File: config.mk
export PLATFORM = sky130hd
export DESIGN_NAME = reg_write_arbiter_flat
export DESIGN_NICKNAME = d
export VERILOG_FILES = /design/src/rtl/reg_write_arbiter_pkg.sv /design/src/rtl/reg_write_arbiter_if.sv /design/src/rtl/reg_write_arbiter_rr_pick.sv /design/src/rtl/reg_write_arbiter.sv /design/src/flat_wrapper.sv
export SDC_FILE = /design/constraint.sdc
export NUM_CORES = 1
export LEC_CHECK = 0
export CORE_MARGIN = 3
export CORE_UTILIZATION = 39
export CTS_CLUSTER_DIAMETER = 60
export DETAILED_ROUTE_END_ITERATION = 12
export PLACE_DENSITY = 0.75
export SYNTH_ARGS = -nofsm -noshare
export SYNTH_HDL_FRONTEND = slang
export SYNTH_HIERARCHICAL = 1
export SYNTH_SLANG_ARGS = --single-unit
File: constraint.sdc
create_clock -name CLK -period 2.3 [get_ports CLK]
set_input_delay 0.46 -clock CLK [delete_from_list [all_inputs] [get_ports CLK]]
set_output_delay 0.46 -clock CLK [all_outputs]
set_load 0.005 [all_outputs]
File: src/rtl/reg_write_arbiter_pkg.sv
// rtl/reg_write_arbiter_pkg.sv - shared types and defaults for the register write arbiter
package reg_arb_pkg;

    typedef enum logic [1:0] {
        IDLE = 2'd0,
        LOAD = 2'd1,
        DONE = 2'd2
    } arb_state_t;

    localparam int N_REQ_DEF = 4;
    localparam int DW_DEF    = 8;

    // Grant index width; never narrower than one bit.
    function automatic int arb_iw(input int n);
        return (n > 1) ? $clog2(n) : 1;
    endfunction

endpackage

File: src/rtl/reg_write_arbiter_if.sv
// rtl/reg_write_arbiter_if.sv - requester/register bundle between requesters and the write arbiter
interface reg_write_arbiter_if
    import reg_arb_pkg::*;
#(
    parameter int N_REQ = N_REQ_DEF,
    parameter int DW    = DW_DEF
);
    localparam int IW = arb_iw(N_REQ);

    logic [N_REQ-1:0]    REQ;
    logic [N_REQ*DW-1:0] REQ_D;
    logic [N_REQ-1:0]    ACK;
    logic                REG_LOAD;
    logic [DW-1:0]       REG_D;
    logic [IW-1:0]       GNT_IDX;
    logic                BUSY;

    modport master (
        output REQ, REQ_D,
        input  ACK, REG_LOAD, REG_D, GNT_IDX, BUSY
    );

    modport slave (
        input  REQ, REQ_D,
        output ACK, REG_LOAD, REG_D, GNT_IDX, BUSY
    );

endinterface

File: src/rtl/reg_write_arbiter_rr_pick.sv
// rtl/reg_write_arbiter_rr_pick.sv - combinational rotating-priority picker starting at ptr
module rr_pick #(
    parameter int N_REQ = 4,
    parameter int IW    = 2
) (
    input  logic [N_REQ-1:0] req,
    input  logic [IW-1:0]    ptr,
    output logic             valid,
    output logic [IW-1:0]    winner
);

    int idx;

    // Scan from the farthest offset down so the nearest requester to ptr wins.
    always_comb begin
        valid  = |req;
        winner = '0;
        idx    = 0;
        for (int k = N_REQ - 1; k >= 0; k--) begin
            idx = int'(ptr) + k;
            if (idx >= N_REQ) begin
                idx = idx - N_REQ;
            end
            if (req[idx]) begin
                winner = IW'(idx);
            end
        end
    end

endmodule

File: src/rtl/reg_write_arbiter.sv
// rtl/reg_write_arbiter.sv - round-robin arbiter owning the write path of one shared register
module reg_write_arbiter
    import reg_arb_pkg::*;
#(
    parameter int N_REQ = N_REQ_DEF,
    parameter int DW    = DW_DEF
) (
    input  logic               CLK,
    input  logic               CLR_N,
    reg_write_arbiter_if.slave bus
);

    localparam int IW = arb_iw(N_REQ);

    localparam logic [1:0] ST_IDLE = IDLE;
    localparam logic [1:0] ST_LOAD = LOAD;
    localparam logic [1:0] ST_DONE = DONE;

    logic [1:0]       state;
    logic [IW-1:0]    ptr;
    logic [IW-1:0]    gnt_q;
    logic [DW-1:0]    data_q;
    logic [N_REQ-1:0] ack_q;
    logic             load_q;
    logic             busy_q;

    logic             pick_valid;
    logic [IW-1:0]    pick_idx;
    logic [DW-1:0]    win_data;

    rr_pick #(
        .N_REQ (N_REQ),
        .IW    (IW)
    ) u_pick (
        .req    (bus.REQ),
        .ptr    (ptr),
        .valid  (pick_valid),
        .winner (pick_idx)
    );

    assign win_data = bus.REQ_D[pick_idx*DW +: DW];

    // data_q doubles as the REG_D register: it holds the winner's data only during LOAD.
    always_ff @(posedge CLK) begin
        if (!CLR_N) begin
            state  <= ST_IDLE;
            ptr    <= '0;
            gnt_q  <= '0;
            data_q <= '0;
            ack_q  <= '0;
            load_q <= 1'b0;
            busy_q <= 1'b0;
        end else begin
            case (state)
                ST_IDLE: begin
                    if (pick_valid) begin
                        state  <= ST_LOAD;
                        gnt_q  <= pick_idx;
                        data_q <= win_data;
                        load_q <= 1'b1;
                        busy_q <= 1'b1;
                    end
                end
                ST_LOAD: begin
                    state  <= ST_DONE;
                    data_q <= '0;
                    load_q <= 1'b0;
                    ack_q  <= {{(N_REQ-1){1'b0}}, 1'b1} << gnt_q;
                end
                ST_DONE: begin
                    state  <= ST_IDLE;
                    ack_q  <= '0;
                    busy_q <= 1'b0;
                    ptr    <= (gnt_q == IW'(N_REQ - 1)) ? '0 : gnt_q + 1'b1;
                end
                default: begin
                    state  <= ST_IDLE;
                    data_q <= '0;
                    ack_q  <= '0;
                    load_q <= 1'b0;
                    busy_q <= 1'b0;
                end
            endcase
        end
    end

    assign bus.ACK      = ack_q;
    assign bus.REG_LOAD = load_q;
    assign bus.REG_D    = data_q;
    assign bus.GNT_IDX  = gnt_q;
    assign bus.BUSY     = busy_q;

endmodule

File: src/flat_wrapper.sv
// flat-port wrapper written by rule: the top's interface ports become plain ports
module reg_write_arbiter_flat import reg_arb_pkg::*;
#(
    parameter int N_REQ = N_REQ_DEF,
    parameter int DW    = DW_DEF
)
  (CLK, CLR_N, bus_REQ, bus_REQ_D, bus_ACK, bus_REG_LOAD, bus_REG_D, bus_GNT_IDX, bus_BUSY);
  reg_write_arbiter_if #(.N_REQ(N_REQ), .DW(DW)) bus_i ();
  input  logic CLK;
  input  logic CLR_N;
  input wire logic [$bits(bus_i.REQ)-1:0] bus_REQ;
  input wire logic [$bits(bus_i.REQ_D)-1:0] bus_REQ_D;
  output wire logic [$bits(bus_i.ACK)-1:0] bus_ACK;
  output wire logic [$bits(bus_i.REG_LOAD)-1:0] bus_REG_LOAD;
  output wire logic [$bits(bus_i.REG_D)-1:0] bus_REG_D;
  output wire logic [$bits(bus_i.GNT_IDX)-1:0] bus_GNT_IDX;
  output wire logic [$bits(bus_i.BUSY)-1:0] bus_BUSY;
  assign bus_i.REQ = bus_REQ;
  assign bus_i.REQ_D = bus_REQ_D;
  assign bus_ACK = bus_i.ACK;
  assign bus_REG_LOAD = bus_i.REG_LOAD;
  assign bus_REG_D = bus_i.REG_D;
  assign bus_GNT_IDX = bus_i.GNT_IDX;
  assign bus_BUSY = bus_i.BUSY;
  reg_write_arbiter #(.N_REQ(N_REQ), .DW(DW)) u_core (.CLK(CLK), .CLR_N(CLR_N), .bus(bus_i));
endmodule
==> impl_metrics.csv <==
group,metric,value,unit
worst_setup_path,path_depth,6,
flow_run,max-cap-violations,0,
hold_path,hold-path-cell-count,2,
global_routing,grt_max_degree,13,
placed_design,place_congestion,0.769,
die,core,2500,sq um
timing,grt_setup_unrepaired,"no",
worst_setup_path,cp_max_fo,9,
detailed_routing,drtIter0Drc,14,
final_layout,layout.cells.non_filler,183,
yosys,synthDistinctLibCells,25,
worst_setup_path,critical_path.max_stage_delay,520,ps
power_and_ir_drop,clock_power_share,30.4,%
worst_setup_path,required,2510,ps
placed_design,dp_cells,179,
die,io_pins,54,
global_routing,grt_usage,16.3,%
worst_setup_path,cp_top_family,"buffers and inverters",
global_routing,grt_pass1_wl,4080,um
timing,worstMarginPinSlew,490,ps
global_routing,grt_overflow_total,0,
die,chipWidth,57.6,um
global_routing,antenna_found_initial,0,
hold_path,holdCritPathClass,"reg -> reg",
timing,hold_viol_final,0,
power_and_ir_drop,vdd_drop_max,0.353,mV
clock_network,post_cts_buffers,0,
clock_network,path_clk_slew,110,ps
final_layout,diodes,0,
worst_setup_path,end_kind,"flip-flop",
worst_setup_path,path_cells,"clkdlybuf4s50_1 > mux2i_1 > a211oi_2 > buf_4 > mux4_2 > a22o_1",
worst_setup_path,cp-start-kind,"input port",
yosys,synthCells,96,
worst_setup_path,path_buf_inv,2,
timing,clock.fmax,483,MHz
placed_design,portBuffers,53,
global_routing,grt_pass1_vias,980,
clock_network,clk_latency,300,ps
run_status,outcome,"finished, final reports clean",
timing,hold_ws,461,ps
timing,setup-violations-final,0,
final_layout,synthToLayoutAreaGrowth,59.8,%
detailed_routing,routedWlPerCell,14.0,um
power_and_ir_drop,sw_frac_of_total,22.7,%
power_and_ir_drop,switchingPower,210,uW
die,initial_utilization,41.6,%
worst_setup_path,crit_type,"in -> reg",
yosys,ys_seq_area_share,38.5,%
timing,maxSlewViolCount,0,
timing,slew_headroom,67.3,%
detailed_routing,ant_nets,0,
placed_design,hpwl,2090,um
final_layout,final_layout_size_suffix_gt1_share,9.15,%
detailed_routing,drt-total-wl,2560,um
yosys,avgSynthCellArea,10.8,sq um
worst_setup_path,r2r_cells,6,
worst_setup_path,critical_path_arrival,2280,ps
yosys,synth_area,1040,sq um
detailed_routing,viasPerCell,5.15,
clock_network,root_buffer,"clkbuf_4",
power_and_ir_drop,seqPwrFrac,43.3,%
timing,fin_crit_sh,90.1,%
detailed_routing,first_pass_iters,4,
yosys,synth_edf_count,0,
power_and_ir_drop,p_leak,0.000640,uW
timing,skew,4.57,ps
timing,setup_ws,227,ps
clock_network,cts_tree,"yes",
clock_network,cts_resized,0,
final_layout,fin_nets,196,
detailed_routing,via_count,943,
die,die_y,57.6,um
placed_design,post-place-ws,-99.9,ps
die,rows,18,
clock_network,h-tree-depth,1,
yosys,yosys_warnings,6,
clock_network,cts_inserted_buffers,3,
final_layout,fillCellCount,195,
yosys,ys.flop_type,"dfxtp_1",
clock_network,cts_buffer_depth,2,
yosys,synth-async-reset-ratio,0,%
detailed_routing,drc,0,
power_and_ir_drop,comb_power_share,26.2,%
clock_network,hold_buffers,0,
die,dieArea,3320,sq um
timing,post-route-min-period,2070,ps
worst_setup_path,cpMaxStageDelayCell,"clkdlybuf4s50_1",
yosys,synth-seq-cells,20,
power_and_ir_drop,powerDensity,557,nW/um^2
clock_network,cts_sinks,20,
power_and_ir_drop,intPower,716,uW
yosys,syn_nets,138,
layer usage:
metal  up-vias  track usage (%)  share of wire [%]
met3         2             6.24                 11
met1       437             16.3                 39
li1        460                -                  -
met2        44             30.3                 50
met4         0             5.96               0.51
met5         -                0                  0
final cells by class:
cell class | count | area [sq um] | share of cell area [%]
inverters | 2 | 7.51 | 0.452
multi-input cells | 71 | 611 | 36.7
repair buffers | 56 | 553 | 33.3
clock inverters | 1 | 30.0 | 1.81
flip-flops and latches | 20 | 400 | 24.1
clock buffers | 3 | 22.5 | 1.36
well taps | 30 | 37.5 | 2.26
metrics by stage:
step	power, uW	instance area (sq um)	util (%)	TNS, ps
after global placement	645	1610	64.4	-149
final	926	1660	66.5	0
after detailed placement	653	1610	64.4	-454
after floorplan	515	1040	-	0
after global routing	976	1660	66.5	0
after CTS	936	1660	66.5	0
worst register-to-register path, stage by stage (launching register included):
cell      delay [ps]
dfxtp_1          450
nand2b_1         170
a21oi_1           90
a211oi_2         140
buf_4            230
mux4_2           520
a22o_1           230
power by group through the flow:
| stage | clock network, uW | registers, uW | logic (uW) |
|---|---|---|---|
| floorplan | 0 | 402 | 113 |
| global placement | 0 | 408 | 237 |
| detailed placement | 0 | 409 | 243 |
| CTS | 290 | 402 | 244 |
| global route | 307 | 406 | 262 |
| finish | 282 | 401 | 243 |
flip-flops by register name, indices dropped and copies added, names as in the netlist:
register	count
u_core/bus.REG_D	8
u_core/bus.ACK	4
u_core/bus.GNT_IDX	2
u_core/ptr	2
u_core/state	2
u_core/bus.BUSY	1
u_core/bus.REG_LOAD	1
cells in the mapped netlist (2+ instances only):
master	count	area, sq um
ha_1	4	50.1
nand2b_1	4	25.0
and2b_1	2	15.0
mux2i_1	7	70.1
dfxtp_1	20	400
nand2_1	10	37.5
inv_1	2	7.51
mux4_1	3	78.8
o21ai_0	2	10.0
nor2b_1	3	18.8
a21boi_0	2	15.0
a22o_1	5	43.8
a21oi_1	4	20.0
mux4_2	5	113
nor2_1	12	45.0
nor3b_1	2	15.0
placed cells by master (no fill, tap or decap), drive strengths merged, types with 4 or more instances in the layout:
cell type | synthesis | final
nand2 | 10 | 10
ha | 4 | 4
mux2i | 7 | 7
clkdlybuf4s50 | 0 | 53
nor2 | 12 | 12
mux4 | 8 | 8
dfxtp | 20 | 20
a21oi | 4 | 4
nand2b | 4 | 4
a22o | 5 | 5
final timing paths:
path                         endpoint  slack, ps           startpoint
setup / recovery  u_core/bus.REG_D[3]        230           bus_REQ[3]
hold / removal    u_core/bus.REG_D[4]        460  u_core/bus.REG_D[4]
setup reg to reg  u_core/bus.REG_D[3]        380        u_core/ptr[1]
hold reg to reg   u_core/bus.REG_D[4]        460  u_core/bus.REG_D[4]
cell families (layout without fill, tap and decap cells):
group | count (synthesis) | in the layout | share of synthesized area, %
compound gates | 16 | 16 | 11.2
fa+ha+maj | 4 | 4 | 4.81
simple gates | 36 | 36 | 17.6
flops | 20 | 20 | 38.5
mux | 15 | 15 | 25.2
buf+inv | 5 | 62 | 2.77
No activity file was read; power rests on OpenSTA's default activity.
